## src/rtl/transaction_engine.sv

```systemverilog
// Coin transfer between the two players: read key and both balances from the
// balance RAM, validate, write both new balances back, then run the transfer animation.
module transaction_engine #(
  parameter int unsigned BAL_W        = 8,
  parameter int unsigned KEY_W        = 8,
  parameter logic [23:0] ANIM_TIMEOUT = 24'd12_500_000
) (
  input  logic             clock,
  input  logic             resetn,
  input  logic             reset_others,
  input  logic             start_transaction,
  input  logic             player,
  input  logic [BAL_W-1:0] amount,
  input  logic [KEY_W-1:0] key,
  input  logic [BAL_W-1:0] mem_rdata,
  input  logic             anim_done,
  output logic [1:0]       mem_addr,
  output logic [BAL_W-1:0] mem_wdata,
  output logic             mem_we,
  output logic             anim_start,
  output logic             finished_transaction,
  output logic [1:0]       tx_status
);

  typedef enum logic [3:0] {
    IDLE, RD_KEY, CAP_KEY, RD_SRC, CAP_SRC, RD_DST, CAP_DST,
    CHECK, WR_SRC, WR_DST, ANIM, DONE
  } state_t;

  state_t           state_q, state_d;
  logic             player_q, player_d;
  logic [BAL_W-1:0] amount_q, amount_d;
  logic [KEY_W-1:0] key_q, key_d;
  logic [KEY_W-1:0] rk_q, rk_d;
  logic [BAL_W-1:0] sb_q, sb_d;
  logic [BAL_W-1:0] db_q, db_d;
  logic [1:0]       addr_q, addr_d;
  logic [1:0]       status_q, status_d;
  logic [23:0]      cnt_q, cnt_d;
  logic [BAL_W:0]   dst_sum;

  // Carry bit of the widened sum flags receiver overflow.
  assign dst_sum   = {1'b0, db_q} + {1'b0, amount_q};
  assign tx_status = status_q;

  always_ff @(posedge clock) begin
    if (!resetn) begin
      state_q  <= IDLE;
      player_q <= 1'b0;
      amount_q <= '0;
      key_q    <= '0;
      rk_q     <= '0;
      sb_q     <= '0;
      db_q     <= '0;
      addr_q   <= '0;
      status_q <= 2'b00;
      cnt_q    <= '0;
    end else if (!reset_others) begin
      state_q  <= IDLE;
    end else begin
      state_q  <= state_d;
      player_q <= player_d;
      amount_q <= amount_d;
      key_q    <= key_d;
      rk_q     <= rk_d;
      sb_q     <= sb_d;
      db_q     <= db_d;
      addr_q   <= addr_d;
      status_q <= status_d;
      cnt_q    <= cnt_d;
    end
  end

  always_comb begin
    state_d              = state_q;
    player_d             = player_q;
    amount_d             = amount_q;
    key_d                = key_q;
    rk_d                 = rk_q;
    sb_d                 = sb_q;
    db_d                 = db_q;
    status_d             = status_q;
    cnt_d                = cnt_q;
    mem_addr             = addr_q;
    mem_we               = 1'b0;
    mem_wdata            = '0;
    anim_start           = 1'b0;
    finished_transaction = 1'b0;

    unique case (state_q)
      IDLE: begin
        if (start_transaction) begin
          player_d = player;
          amount_d = amount;
          key_d    = key;
          state_d  = RD_KEY;
        end
      end
      RD_KEY: begin
        mem_addr = {1'b1, player_q};
        state_d  = CAP_KEY;
      end
      CAP_KEY: begin
        rk_d    = mem_rdata[KEY_W-1:0];
        state_d = RD_SRC;
      end
      RD_SRC: begin
        mem_addr = {1'b0, player_q};
        state_d  = CAP_SRC;
      end
      CAP_SRC: begin
        sb_d    = mem_rdata;
        state_d = RD_DST;
      end
      RD_DST: begin
        mem_addr = {1'b0, ~player_q};
        state_d  = CAP_DST;
      end
      CAP_DST: begin
        db_d    = mem_rdata;
        state_d = CHECK;
      end
      CHECK: begin
        if (key_q != rk_q) begin
          status_d = 2'b01;
          state_d  = DONE;
        end else if (amount_q > sb_q) begin
          status_d = 2'b10;
          state_d  = DONE;
        end else if (dst_sum[BAL_W]) begin
          status_d = 2'b11;
          state_d  = DONE;
        end else begin
          status_d = 2'b00;
          state_d  = (amount_q == '0) ? DONE : WR_SRC;
        end
      end
      WR_SRC: begin
        mem_addr  = {1'b0, player_q};
        mem_we    = 1'b1;
        mem_wdata = sb_q - amount_q;
        state_d   = WR_DST;
      end
      WR_DST: begin
        mem_addr   = {1'b0, ~player_q};
        mem_we     = 1'b1;
        mem_wdata  = dst_sum[BAL_W-1:0];
        anim_start = 1'b1;
        cnt_d      = '0;
        state_d    = ANIM;
      end
      ANIM: begin
        if (anim_done) begin
          state_d = DONE;
        end else if ((ANIM_TIMEOUT != 24'd0) && (cnt_q == ANIM_TIMEOUT - 24'd1)) begin
          state_d = DONE;
        end else begin
          cnt_d = cnt_q + 24'd1;
        end
      end
      DONE: begin
        finished_transaction = 1'b1;
        if (!start_transaction) state_d = IDLE;
      end
      default: state_d = IDLE;
    endcase

    addr_d = mem_addr;
  end

endmodule

```

## config.mk

```make
export PLATFORM = sky130hd
export DESIGN_NAME = transaction_engine
export DESIGN_NICKNAME = d
export VERILOG_FILES = /design/src/rtl/transaction_engine.sv
export SDC_FILE = /design/constraint.sdc
export NUM_CORES = 1
export LEC_CHECK = 0
export CAP_MARGIN = 25
export CORE_ASPECT_RATIO = 0.5
export CORE_MARGIN = 8
export CORE_UTILIZATION = 60
export CTS_CLUSTER_DIAMETER = 80
export DETAILED_ROUTE_END_ITERATION = 6
export HOLD_SLACK_MARGIN = 0.03
export PLACE_DENSITY = 0.84
export SYNTH_ARGS = -nofsm -noshare
export SYNTH_HDL_FRONTEND = slang
export SYNTH_SLANG_ARGS = --single-unit
```

## constraint.sdc

```tcl
create_clock -name clock -period 3.8 [get_ports clock]
set_input_delay 0.57 -clock clock [delete_from_list [all_inputs] [get_ports clock]]
set_output_delay 0.57 -clock clock [all_outputs]
set_load 0.005 [all_outputs]
```

Yosys cells after proc, flatten, opt, wreduce, memory -nomap -nowiden:

Cells that the tools add are included.

* $add $sub $neg: 3
* order comparisons: 1
* eq/ne operators: 18
* muxes and demuxes: 20
* bitwise operators: 1
* reductions and logical operators: 14

Operators with widths (count)
* $mux W24: 2
* $pmux W24 S2: 1
* $pmux W4 S12: 1
* $add A24 B1 Y24 const B: 1
* $eq A24 B24 Y1 const B: 1
* $eq A4 B3 Y1 const B: 4
* $eq A4 B4 Y1 const B: 4
* $mux W4: 4
* $pmux W8 S2: 1
* $mux W2: 7
* $reduce_and A2 Y1: 5
* $add A8 B8 Y9: 1
* $eq A4 B2 Y1 const B: 2
* $gt A8 B8 Y1: 1
* $logic_not A8 Y1: 1
* $ne A2 B2 Y1 const B: 4
* $ne A8 B8 Y1: 1
* $sub A8 B8 Y8: 1
* $pmux W2 S3: 1
* $reduce_and A3 Y1: 2
* $reduce_or A2 Y1: 3
* $eq A4 B1 Y1 const B: 1
* $logic_not A4 Y1: 1
* $reduce_and A4 Y1: 1
* 4 further kinds: 6

* register bits after elaboration: 73
* output and inout bits: 15
* word-level logic and storage cells: 67

Logic depth before layout (Yosys ltp):

Gate-level depths: netlist of run 1.

* depth after elaboration: 6
* depth in mapped cells: 11
* gate-level depth less buffers: 9

Worst setup path before layout of run 1:

No wires, ideal clock.

* path type: flip-flop to output port
* from: reg amount_q[0]
* to: out mem_wdata[6]
* arrival time: 1781 ps
* data required time: 3230 ps
* slack: 1449 ps
* cell stages (with the launch flop): 9
* cell sequence: dfxtp_1 -> ha_1 -> inv_1 -> fa_1 -> nor2b_1 -> o2111ai_1 -> nor3b_1 -> xor2_1 -> a211oi_1

* longest elaborated chain between the ends: 2
* elaborated cells between the ends (all ways): 3

Ends and longest elaborated chain
* start: declaration: RTL line 32 `logic [BAL_W-1:0] amount_q, amount_d;`
* start signal: assignment: RTL line 63 `amount_q <= amount_d;`
* $add A8 B8 Y9 / $sub A8 B8 Y8 (equally long branches): RTL line 43, 141
* $pmux W8 S2 (*): RTL line 90 `unique case (state_q)`
* end: declaration: RTL line 18 `output logic [BAL_W-1:0] mem_wdata,`

Every way passes the cells marked *; elsewhere a longest branch is shown, timed or not.

Final worst setup path of run 1:

* from: reg sb_q[0]
* to: out mem_wdata[6]

* longest elaborated chain between the ends: 2

Ends and longest elaborated chain
* start: declaration: RTL line 35 `logic [BAL_W-1:0] sb_q, sb_d;`
* start signal: assignment: RTL line 53 `sb_q <= '0;`
* start signal: assignment: RTL line 66 `sb_q <= sb_d;`
* $sub A8 B8 Y8: RTL line 141 `mem_wdata = sb_q - amount_q;`
* $pmux W8 S2: RTL line 90

Every way passes these cells.

==> results of run 1 <==
[Yosys cell counts (3+ instances only)]
cell | number | area [um2]
sky130_fd_sc_hd__xor2_1 | 27 | 236.5
sky130_fd_sc_hd__and3_1 | 3 | 18.77
sky130_fd_sc_hd__nand4_1 | 4 | 25.02
sky130_fd_sc_hd__nor3_1 | 6 | 30.03
sky130_fd_sc_hd__nor3b_1 | 4 | 30.03
sky130_fd_sc_hd__buf_1 | 3 | 11.26
sky130_fd_sc_hd__buf_2 | 8 | 40.04
sky130_fd_sc_hd__inv_1 | 19 | 71.32
sky130_fd_sc_hd__a21o_1 | 3 | 22.52
sky130_fd_sc_hd__nand3_1 | 10 | 50.05
sky130_fd_sc_hd__and2_1 | 6 | 37.54
sky130_fd_sc_hd__or2_2 | 4 | 25.02
sky130_fd_sc_hd__o211ai_1 | 3 | 22.52
sky130_fd_sc_hd__or3_1 | 5 | 31.28
sky130_fd_sc_hd__o31ai_1 | 3 | 22.52
sky130_fd_sc_hd__nor2b_1 | 33 | 206.5
sky130_fd_sc_hd__nor2_1 | 50 | 187.7
sky130_fd_sc_hd__clkbuf_1 | 17 | 63.81
sky130_fd_sc_hd__dfxtp_1 | 73 | 1461
sky130_fd_sc_hd__o21ai_0 | 25 | 125.1
sky130_fd_sc_hd__o2111ai_1 | 6 | 52.55
sky130_fd_sc_hd__nand3b_1 | 4 | 30.03
sky130_fd_sc_hd__ha_1 | 17 | 212.7
sky130_fd_sc_hd__xnor2_1 | 8 | 70.07
sky130_fd_sc_hd__nor4_1 | 9 | 56.30
sky130_fd_sc_hd__a21boi_0 | 18 | 135.1
sky130_fd_sc_hd__nand2b_1 | 3 | 18.77
sky130_fd_sc_hd__a21oi_1 | 23 | 115.1
sky130_fd_sc_hd__mux2i_1 | 28 | 280.3
sky130_fd_sc_hd__nand2_1 | 60 | 225.2
[worst min path at each step]
| stage | start | endpoint | slack (ns) | cells after the start |
|---|---|---|---|---|
| global route | key_q[7] | key_q[7] | 0.50 | 2 |
| floorplan | key_q[1] | key_q[1] | 0.46 | 2 |
| detailed placement | key_q[5] | key_q[5] | 0.47 | 2 |
| finish | key_q[1] | key_q[1] | 0.47 | 2 |
| global placement | key_q[7] | key_q[7] | 0.47 | 2 |
| CTS | key_q[5] | key_q[5] | 0.48 | 2 |
[where the power goes]
group / leakage, nW / internal [W] / switching, W
Sequential: 0.590 / 0.000776 / 0.0000145
Combinational: 1.14 / 0.0000785 / 0.0000819
Clock: 0.163 / 0.000612 / 0.000330
Total: 1.90 / 0.00147 / 0.000426
[state kept, by name, indices dropped and copies added, names as in the netlist]
| signal | flops |
|---|---|
| cnt_q | 24 |
| amount_q | 8 |
| sb_q | 8 |
| rk_q | 8 |
| db_q | 8 |
| key_q | 8 |
| addr_q | 2 |
| tx_status | 2 |
| state_q | 4 |
| player_q | 1 |
[layout make-up]
cell class                 count  area share, %
inverter                      20          1.502
tap                           92          2.303
clock inverter                 4          1.477
multi-input combinational    391          50.78
sequential                    73          29.24
clock buffer                  12          5.133
timing repair buffer          49          9.564
[tightest hold or removal path, stage by stage (launching register included)]
cell and delay (ns):
sky130_fd_sc_hd__dfxtp_1 0.31, sky130_fd_sc_hd__nand2_1 0.05, sky130_fd_sc_hd__a21boi_0 0.06
[routing by layer]
metal  part of all wire, %  track usage, %
met1                    45           23.66
met2                    50           36.76
met3                   4.0           5.459
met4                   1.4           7.275
met5                     0               0
[per-stage QoR]
| step | instances | hold WS, ns | total power (W) |
|---|---|---|---|
| 2_1_floorplan | 512 | 0.4551 | 0.0009010 |
| 4_1_cts | 641 | 0.4794 | 0.001889 |
| 3_5_place_dp | 625 | 0.4720 | 0.0009641 |
| 5_1_grt | 641 | 0.5041 | 0.001948 |
| 3_3_place_gp | 625 | 0.4665 | 0.0009611 |
| 6_report | 641 | 0.4739 | 0.001893 |
[logic make-up after synthesis]
logic type	after synthesis	share of synthesized area, %
AND/OR/NAND/NOR	210	25.09
AO/OA/AOI/OAI	99	15.44
flip-flops	73	34.89
buffers and inverters	48	4.540
XOR/XNOR	35	7.318
multiplexers	28	6.691
adder cells (fa/ha/maj)	19	6.033
==> impl_metrics.yaml, run 1 <==
power_and_ir_drop:
  p_leak_nw: 1.898
  irDropWorstVdd_uv: 320.1
  p_per_area_nw_per_um2: 378.7
layout:
  ff_latch_area_um2: 1461
  flow.area_growth_from_synthesis_pct: 19.30
  mostFrequentLayoutCell: "sky130_fd_sc_hd__dfxtp_1"
  finish.utilization_pct: 74.29
  fillCellCount: 547
  leading_cell_types_in_the_layout_fill_and_taps_excluded: "73 x sky130_fd_sc_hd__dfxtp_1, 60 x sky130_fd_sc_hd__nand2_1, 50 x sky130_fd_sc_hd__nor2_1, 44 x sky130_fd_sc_hd__clkdlybuf4s50_1, 33 x sky130_fd_sc_hd__nor2b_1"
  num_antenna_cells: 0
  multi_input_logic_area_um2: 2537
  fin_nets: 593
  layout-drive-gt1-share_pct: 5.100
  final_instance_area_um2: 4997
sta:
  timing.max_slew.rel_slack_pct: 31.82
  post-route-min-period_ns: 3.408
  worst_slack_ns: 0.3922
  setup-violations-final: 0
  timing.final.hold_violations: 0
  worstMarginPinSlew_ns: 1.021
  setup-tns-final_ns: 0
  finalCritPeriodShare_pct: 89.68
  fmaxAchievable_ghz: 0.2934
  skew_ns: 0.005437
  rsz0062_at_grt: "no"
  drv_slew: 0
global_route:
  grt_max_degree: 50
  first_global_vias: 3558
  antenna_found_initial: 0
  wire_length_of_the_first_global_routing_pass_um: 16700
  track_usage_pct: 20.53
  global_route_total_overflow: 0
setup_path:
  critical_path_depth: 10
  timing.critical_path.arrival_ns: 2.84
  worst_ep_required_time_ns: 3.23
  list_of_cells_traversed_by_the_critical_path: "inv_1 -> ha_1 -> fa_1 -> nand2b_1 -> a21oi_1 -> nor3_1 -> xnor2_1 -> nor2_1 -> a211oi_1 -> clkdlybuf4s50_1"
  critical-path-top-delay-family: "adder cells"
  count_of_buffering_cells_on_the_critical_path_with_inverters_included: 2
  worstPathMaxFanout: 2
  crit_path_end: "mem_wdata[6]"
  regToRegSetupSlack_ns: 1.18
  crit-reg2reg-capture: "cnt_q[22]"
  crit_start: "sb_q[0]"
  timing_worst_setup_path_type: "register to primary output"
  worst_setup_start_kind: "register"
  setup.worst_path.end_class: "primary output"
  crit-reg2reg-launch: "state_q[3]"
  critical_path.slowest_cell: "sky130_fd_sc_hd__clkdlybuf4s50_1"
  worstRegToRegCells: 8
  timing.critical_path.slowest_cell_delay_ns: 0.55
floorplan:
  std_cell_rows: 21
  die_w_um: 134.2
  core_um2: 6726
  starting_utilization_of_the_core_area_pct: 62.28
  die-height_um: 75.09
  dieArea_um2: 10070
  top_ports: 45
clock_network:
  cts.sinks: 73
  cts-hold-fix-buffers: 0
  clk-insertion-delay-late_ns: 0.34
  tritoncts: "built"
  cts_root_buffer: "sky130_fd_sc_hd__clkbuf_16"
  worst_setup_hold_path_clk_slew_ns: 0.06
  postCtsResizedCells: 0
  cts_buffers: 9
  cts.repair_timing.setup_buffer_count: 0
  ctsHtreeMaxLevel: 3
  ctsLongestPathBuffers: 2
logic_synthesis:
  syn-instance-count: 512
  asyncSetResetFlopFracSynth_pct: 0
  ys_ff_latch: 73
  ys_dominant_reg_cell: "sky130_fd_sc_hd__dfxtp_1"
  synth.net_count: 561
  average_cell_area_after_synthesis_um2: 8.182
  synth-seq-area-share_pct: 34.89
  synthesis.yosys.warnings: 0
  synth_area_um2: 4189
  synth-edff-count: 0
  synth.lib_cells_used.distinct: 52
routing:
  routed_len_inst_um: 15.48
  drc: 0
  viasPerCell: 5.633
  drtIter0Drc: 205
  route.final.wire_length_um: 9922
  routed-via-count: 3611
  drtPass1Iterations: 5
  route.antenna.remaining_nets: 0
place:
  pre_cts_ws_ns: 0.7540
  place.gp.congestion: 0.8249
  postPlaceCellArea_um2: 4667
  place_hpwl_um: 6955
  port_buffers: 44
outcome:
  run_status: "completed"
min_path:
  timing.hold.worst.class: "register to register"
run:
  maxCapViolations: 0
Note: power is estimated with default switching activity, not from simulation.
==> run 2, diff against run 1 <==
--- a/config.mk
+++ b/config.mk
@@ -8,11 +8,12 @@
 export CAP_MARGIN = 25
 export CORE_ASPECT_RATIO = 0.5
 export CORE_MARGIN = 8
-export CORE_UTILIZATION = 60
+export CORE_UTILIZATION = 51
 export CTS_CLUSTER_DIAMETER = 80
 export DETAILED_ROUTE_END_ITERATION = 6
 export HOLD_SLACK_MARGIN = 0.03
-export PLACE_DENSITY = 0.84
+export PLACE_DENSITY = 0.76
+export SLEW_MARGIN = 20
 export SYNTH_ARGS = -nofsm -noshare
 export SYNTH_HDL_FRONTEND = slang
 export SYNTH_SLANG_ARGS = --single-unit
==> constraint.sdc (replaced) <==
create_clock -name clock -period 3 [get_ports clock]
set_input_delay 0.45 -clock clock [delete_from_list [all_inputs] [get_ports clock]]
set_output_delay 0.45 -clock clock [all_outputs]
set_load 0.005 [all_outputs]
==> run 2 against run 1 <==
Non-clock buffer count rose by 8. Wire length fell by 5.5%. Critical endpoint unchanged. Worst hold slack barely moved. Largest power group unchanged. Count of clock-buffer cells in the layout fell by 2. Register-to-register slack got worse by 0.64 ns. Worst setup slack got worse by 0.25 ns. Design area rose by 1.9%. Power rose by 19%. Final cell count rose by 4.4%. Clock skew barely moved.
==> impl_metrics.yaml, run 2 (same netlist as run 1, synthesis figures left out) <==
sta:
  skew_ns: 0.005833
  finalCritPeriodShare_pct: 95.29
  timing.final.hold_violations: 0
  timing.max_slew.rel_slack_pct: 51.99
  setup-tns-final_ns: 0
  setup-violations-final: 0
  rsz0062_at_grt: "no"
  fmaxAchievable_ghz: 0.3498
  post-route-min-period_ns: 2.859
  worstMarginPinSlew_ns: 0.7184
  drv_slew: 0
clock_network:
  cts.sinks: 73
  ctsHtreeMaxLevel: 3
  cts_root_buffer: "sky130_fd_sc_hd__clkbuf_16"
  cts.repair_timing.setup_buffer_count: 0
  tritoncts: "built"
  clk-insertion-delay-late_ns: 0.33
  ctsLongestPathBuffers: 2
  worst_setup_hold_path_clk_slew_ns: 0.06
  cts_buffers: 9
routing:
  routed_len_inst_um: 14.02
  drtIter0Drc: 125
  drc: 0
  route.antenna.remaining_nets: 0
  route.final.wire_length_um: 9379
  viasPerCell: 5.314
  routed-via-count: 3555
  drtPass1Iterations: 4
layout:
  leading_cell_types_in_the_layout_fill_and_taps_excluded: "71 x sky130_fd_sc_hd__dfxtp_1, 60 x sky130_fd_sc_hd__nand2_1, 50 x sky130_fd_sc_hd__nor2_1, 40 x sky130_fd_sc_hd__clkdlybuf4s50_1, 32 x sky130_fd_sc_hd__nor2b_1"
  mostFrequentLayoutCell: "sky130_fd_sc_hd__dfxtp_1"
  layout-drive-gt1-share_pct: 8.259
  finish.utilization_pct: 63.62
  num_antenna_cells: 0
  largest-register: "cnt_q"
  fin_nets: 601
  flow.area_growth_from_synthesis_pct: 21.51
  largest_reg_flops: 24
  fillCellCount: 702
  final_instance_area_um2: 5090
global_route:
  first_global_vias: 3400
  global_route_total_overflow: 0
  antenna_found_initial: 0
  grt_max_degree: 50
  track_usage_pct: 16.93
  wire_length_of_the_first_global_routing_pass_um: 15920
floorplan:
  starting_utilization_of_the_core_area_pct: 52.36
  std_cell_rows: 23
  core_um2: 8000
  die_w_um: 144.2
  dieArea_um2: 11550
  top_ports: 45
  die-height_um: 80.09
setup_path:
  worst_setup_start_kind: "register"
  timing.critical_path.arrival_ns: 2.41
  timing.critical_path.slowest_cell_delay_ns: 0.39
  setup.worst_path.end_class: "primary output"
  worstPathMaxFanout: 2
  timing_worst_setup_path_type: "register to primary output"
  list_of_cells_traversed_by_the_critical_path: "inv_1 -> ha_1 -> fa_1 -> nand2b_1 -> a21oi_1 -> nor3_1 -> xnor2_1 -> nor2_1 -> a211oi_1 -> dlygate4sd2_1"
  critical_path.slowest_cell: "sky130_fd_sc_hd__fa_1"
  worst_ep_required_time_ns: 2.55
power_and_ir_drop:
  p_per_area_nw_per_um2: 444.3
  irDropWorstVdd_uv: 259.3
  p_leak_nw: 1.973
run:
  maxCapViolations: 0
place:
  port_buffers: 44
  place_hpwl_um: 6938
  place.gp.congestion: 0.8245
  postPlaceCellArea_um2: 4752
outcome:
  run_status: "completed"
min_path:
  timing.hold.worst.class: "register to register"
## run 2: critical path: cells and delay by family, from the launching register on
| kind | cells | cell delay, ns |
|---|---|---|
| compound gates | 2 | 0.39 |
| xor+xnor | 1 | 0.15 |
| fa+ha+maj | 2 | 0.59 |
| buf+inv | 2 | 0.30 |
| flops | 1 | 0.32 |
| simple gates | 3 | 0.32 |
## run 2: final cells by class
class,count,area [um2],area share [%]
Clock buffer,10,229.0,4.499
Clock inverter,6,68.82,1.352
Inverter,20,75.07,1.475
Multi-Input combinational cell,391,2570,50.49
Sequential cell,73,1466,28.81
Tap cell,112,140.1,2.753
Timing Repair Buffer,57,540.5,10.62
## run 2: worst paths after layout
| check | start | to | slack (ns) | cells after the start |
|---|---|---|---|---|
| max | sb_q[0] | mem_wdata[6] | 0.14 | 10 |
| max reg2reg | sb_q[0] | state_q[0] | 0.54 | 9 |
| min | key_q[0] | key_q[0] | 0.47 | 2 |
| min reg2reg | key_q[0] | key_q[0] | 0.47 | 2 |
## run 2: routing by layer
metal | track usage, % | up-vias | share of wire [%]
met2 | 28.64 | 56 | 48
li1 | - | 1852 | -
met1 | 20.75 | 1635 | 47
met4 | 5.664 | 0 | 1.2
met5 | 0 | - | 0
met3 | 4.435 | 12 | 3.5
## run 2: metrics by stage
| stage | cells | hold slack, ns | setup slack [ns] | total power (W) |
|---|---|---|---|---|
| detailed placement | 653 | 0.4702 | 0.1063 | 0.001223 |
| global route | 669 | 0.5095 | 0.01657 | 0.002347 |
| global placement | 653 | 0.4669 | 0.1443 | 0.001220 |
| CTS | 669 | 0.4785 | 0.005499 | 0.002281 |
| floorplan | 512 | 0.4551 | 0.7691 | 0.001141 |
| finish | 669 | 0.4739 | 0.1413 | 0.002261 |
## run 2: power breakdown
group          switching [W]  internal, W
logic               0.000103     0.000104
registers          0.0000157     0.000983
clock network       0.000410     0.000646
total               0.000528      0.00173
## run 2: what timing repair did
item / in CTS / in global routing
setup endpoints to repair: 4 / 3
pin swaps: 4 / 3
hold buffers: 0 / 0
hold endpoints to repair: 0 / 0
resized for setup: 14 / 4
==> run 3, diff against run 2 <==
--- a/config.mk
+++ b/config.mk
@@ -5,14 +5,14 @@
 export SDC_FILE = /design/constraint.sdc
 export NUM_CORES = 1
 export LEC_CHECK = 0
-export CAP_MARGIN = 25
+export ABC_AREA = 1
 export CORE_ASPECT_RATIO = 0.5
 export CORE_MARGIN = 8
-export CORE_UTILIZATION = 51
+export CORE_UTILIZATION = 52
 export CTS_CLUSTER_DIAMETER = 80
 export DETAILED_ROUTE_END_ITERATION = 6
 export HOLD_SLACK_MARGIN = 0.03
-export PLACE_DENSITY = 0.76
+export PLACE_DENSITY = 0.77
 export SLEW_MARGIN = 20
 export SYNTH_ARGS = -nofsm -noshare
 export SYNTH_HDL_FRONTEND = slang
==> run 3 against run 2 <==
Area after synthesis increased by 6.8%. Worst hold slack got worse by 0.013 ns. Largest cell class unchanged. Sequential power about the same. Clock power increased by 11%. Highest routed layer unchanged.
==> impl_metrics.yaml, run 3 <==
outcome:
  run_status: "completed"
clock_network:
  cts-hold-fix-buffers: 0
  cts.repair_timing.setup_buffer_count: 0
  worst_setup_hold_path_clk_slew_ns: 0.06
  postCtsResizedCells: 0
  cts_root_buffer: "sky130_fd_sc_hd__clkbuf_16"
  cts.sinks: 73
  cts_buffers: 9
  clk-insertion-delay-late_ns: 0.33
  ctsHtreeMaxLevel: 3
  tritoncts: "built"
  ctsLongestPathBuffers: 2
floorplan:
  die_w_um: 147.2
  dieArea_um2: 12010
  starting_utilization_of_the_core_area_pct: 52.46
  top_ports: 45
  die-height_um: 81.59
  std_cell_rows: 24
  core_um2: 8528
min_path:
  min_from: "player_q"
  hold_path_depth: 2
  timing.hold.worst.class: "register to register"
  min_to: "player_q"
layout:
  fillCellCount: 800
  mostFrequentLayoutCell: "sky130_fd_sc_hd__nand2_1"
  num_antenna_cells: 0
  largest_reg_flops: 24
  largest-register: "cnt_q"
  flow.area_growth_from_synthesis_pct: 19.83
  finish.utilization_pct: 62.87
  fin_nets: 787
  leading_cell_types_in_the_layout_fill_and_taps_excluded: "180 x sky130_fd_sc_hd__nand2_1, 104 x sky130_fd_sc_hd__nor2_1, 75 x sky130_fd_sc_hd__inv_1, 71 x sky130_fd_sc_hd__dfxtp_1, 66 x sky130_fd_sc_hd__a21oi_1"
  layout-drive-gt1-share_pct: 7.008
setup_path:
  crit-reg2reg-launch: "cnt_q[0]"
  regToRegSetupSlack_ns: 0.90
  timing.critical_path.slowest_cell_delay_ns: 0.53
  worst_ep_required_time_ns: 2.55
  critical_path.slowest_cell: "sky130_fd_sc_hd__clkdlybuf4s50_1"
  worstPathMaxFanout: 4
  count_of_buffering_cells_on_the_critical_path_with_inverters_included: 2
  list_of_cells_traversed_by_the_critical_path: "inv_1 -> ha_1 -> fa_1 -> nand3b_1 -> nand2_2 -> nor2_1 -> o21ai_0 -> clkdlybuf4s50_1"
  crit-reg2reg-capture: "cnt_q[19]"
  worst_setup_start_kind: "register"
  timing_worst_setup_path_type: "register to primary output"
  setup.worst_path.end_class: "primary output"
  critical-path-top-delay-family: "adder cells"
  worstRegToRegCells: 10
  timing.critical_path.arrival_ns: 2.35
logic_synthesis:
  average_cell_area_after_synthesis_um2: 6.410
  synth.net_count: 747
  synth_commonest_cells: "182 x sky130_fd_sc_hd__nand2_1, 104 x sky130_fd_sc_hd__nor2_1, 75 x sky130_fd_sc_hd__inv_1"
  synthesis.yosys.warnings: 0
  synth.lib_cells_used.distinct: 33
  synth_largest_type_area_fraction_pct: 32.66
  ys_dominant_reg_cell: "sky130_fd_sc_hd__dfxtp_1"
  synthTopCellsByArea: "sky130_fd_sc_hd__dfxtp_1 33%, sky130_fd_sc_hd__nand2_1 15%, sky130_fd_sc_hd__nor2_1 8.7%"
  yosysMostFrequentCell: "sky130_fd_sc_hd__nand2_1"
  ys_ff_latch: 73
  synth-edff-count: 0
  synth_area_um2: 4474
  syn-instance-count: 698
  yosys.area.top_type: "sky130_fd_sc_hd__dfxtp_1"
  synth-seq-area-share_pct: 32.66
  asyncSetResetFlopFracSynth_pct: 0
sta:
  post-route-min-period_ns: 2.801
  fmaxAchievable_ghz: 0.3570
  setup-tns-final_ns: 0
  hold-worst-slack_ns: 0.4606
  finalCritPeriodShare_pct: 93.37
  timing.max_slew.rel_slack_pct: 58.15
  setup-violations-final: 0
  rsz0062_at_grt: "no"
  timing.final.hold_violations: 0
  drv_slew: 0
  skew_ns: 0.005490
  worstMarginPinSlew_ns: 0.6258
global_route:
  grt_max_degree: 47
  global_route_total_overflow: 0
  antenna_found_initial: 0
  wire_length_of_the_first_global_routing_pass_um: 18640
  track_usage_pct: 18.90
  first_global_vias: 4265
place:
  place_hpwl_um: 8144
  place.gp.congestion: 0.8859
  port_buffers: 44
power_and_ir_drop:
  p_leak_nw: 2.060
  irDropWorstVdd_uv: 245.6
  p_per_area_nw_per_um2: 448.7
run:
  maxCapViolations: 0
routing:
  drc: 0
  routed-via-count: 4432
  route.antenna.remaining_nets: 0
  viasPerCell: 5.159
  drtPass1Iterations: 5
  drtIter0Drc: 253
  route.final.wire_length_um: 11020
  routed_len_inst_um: 12.83
-- run 3: cell count changes after synthesis, sizes merged, moves of 6 or more --
cell	before	now
mux2i	28	0
nor2b	33	0
buf	11	4
nand4	4	12
o21ai	25	61
nor2	50	109
nand3	10	26
inv	20	82
o2111ai	6	0
xor2	27	9
a21boi	18	0
a21oi	23	73
nor4	9	0
nand2	60	186
-- run 3: cell type report --
type	count	area, um2	area share, %
repair buffers	48	473.0	8.821
well taps	117	146.4	2.730
clock buffers	11	252.7	4.714
multi-input cells	524	2639	49.22
inverters	82	310.3	5.788
flip-flops and latches	73	1464	27.30
clock inverters	4	76.32	1.424
-- run 3: cells by family after synthesis --
kind of cell	after synthesis	share of synthesized area, %
buffers and inverters	101	9.200
DFF	73	32.66
AOI/OAI and AO/OA	141	16.58
xor gates and xnor gates	13	2.545
adders and majority gates	19	5.649
and+or+nand+nor	351	33.36
-- run 3: how the worst max path moves through the flow --
| stage | from | endpoint | slack, ns | depth (start not counted) |
|---|---|---|---|---|
| after floorplan | amount_q[1] | mem_wdata[5] | 1.00 | 9 |
| after global placement | amount_q[1] | mem_wdata[5] | 0.43 | 10 |
| after detailed placement | amount_q[1] | mem_wdata[5] | 0.40 | 10 |
| after CTS | amount_q[0] | mem_wdata[6] | 0.03 | 11 |
| after global routing | amount_q[2] | mem_wdata[5] | 0.03 | 10 |
| final | sb_q[0] | mem_wdata[4] | 0.20 | 8 |
-- run 3: worst register-to-register path: cells and delay by family, from the launching register on --
| kind | cells | cell delay [ns] |
|---|---|---|
| adder cells (fa/ha/maj) | 1 | 0.31 |
| buffers and inverters | 2 | 0.26 |
| flip-flops | 1 | 0.43 |
| AND/OR/NAND/NOR | 6 | 0.93 |
| AO/OA/AOI/OAI | 1 | 0.05 |
-- run 3: through the flow --
step           area (um2)  instances  setup WS, ns  power (W)
5_1_grt              5361        859       0.03149   0.002502
3_5_place_dp         4990        844        0.4002   0.001239
2_1_floorplan        4474        698         1.004   0.001157
6_report             5361        859        0.1988   0.002406
3_3_place_gp         4990        844        0.4280   0.001235
4_1_cts              5319        859       0.02740   0.002413
-- run 3: routing by layer --
layer | routed length [um] | GRT usage (%) | part of all wire (%) | vias up
li1 | - | - | - | 2327
met1 | 5151 | 21.43 | 47 | 2007
met2 | 5328 | 35.14 | 48 | 82
met3 | 367 | 4.068 | 3.3 | 16
met4 | 174 | 7.265 | 1.6 | 0
met5 | 0 | 0 | 0 | -
-- run 3: report_power, final --
part	leakage, nW	switching (W)	internal, W
Clock	0.158	0.000409	0.000770
Combinational	1.31	0.000127	0.0000973
Sequential	0.592	0.0000130	0.000990
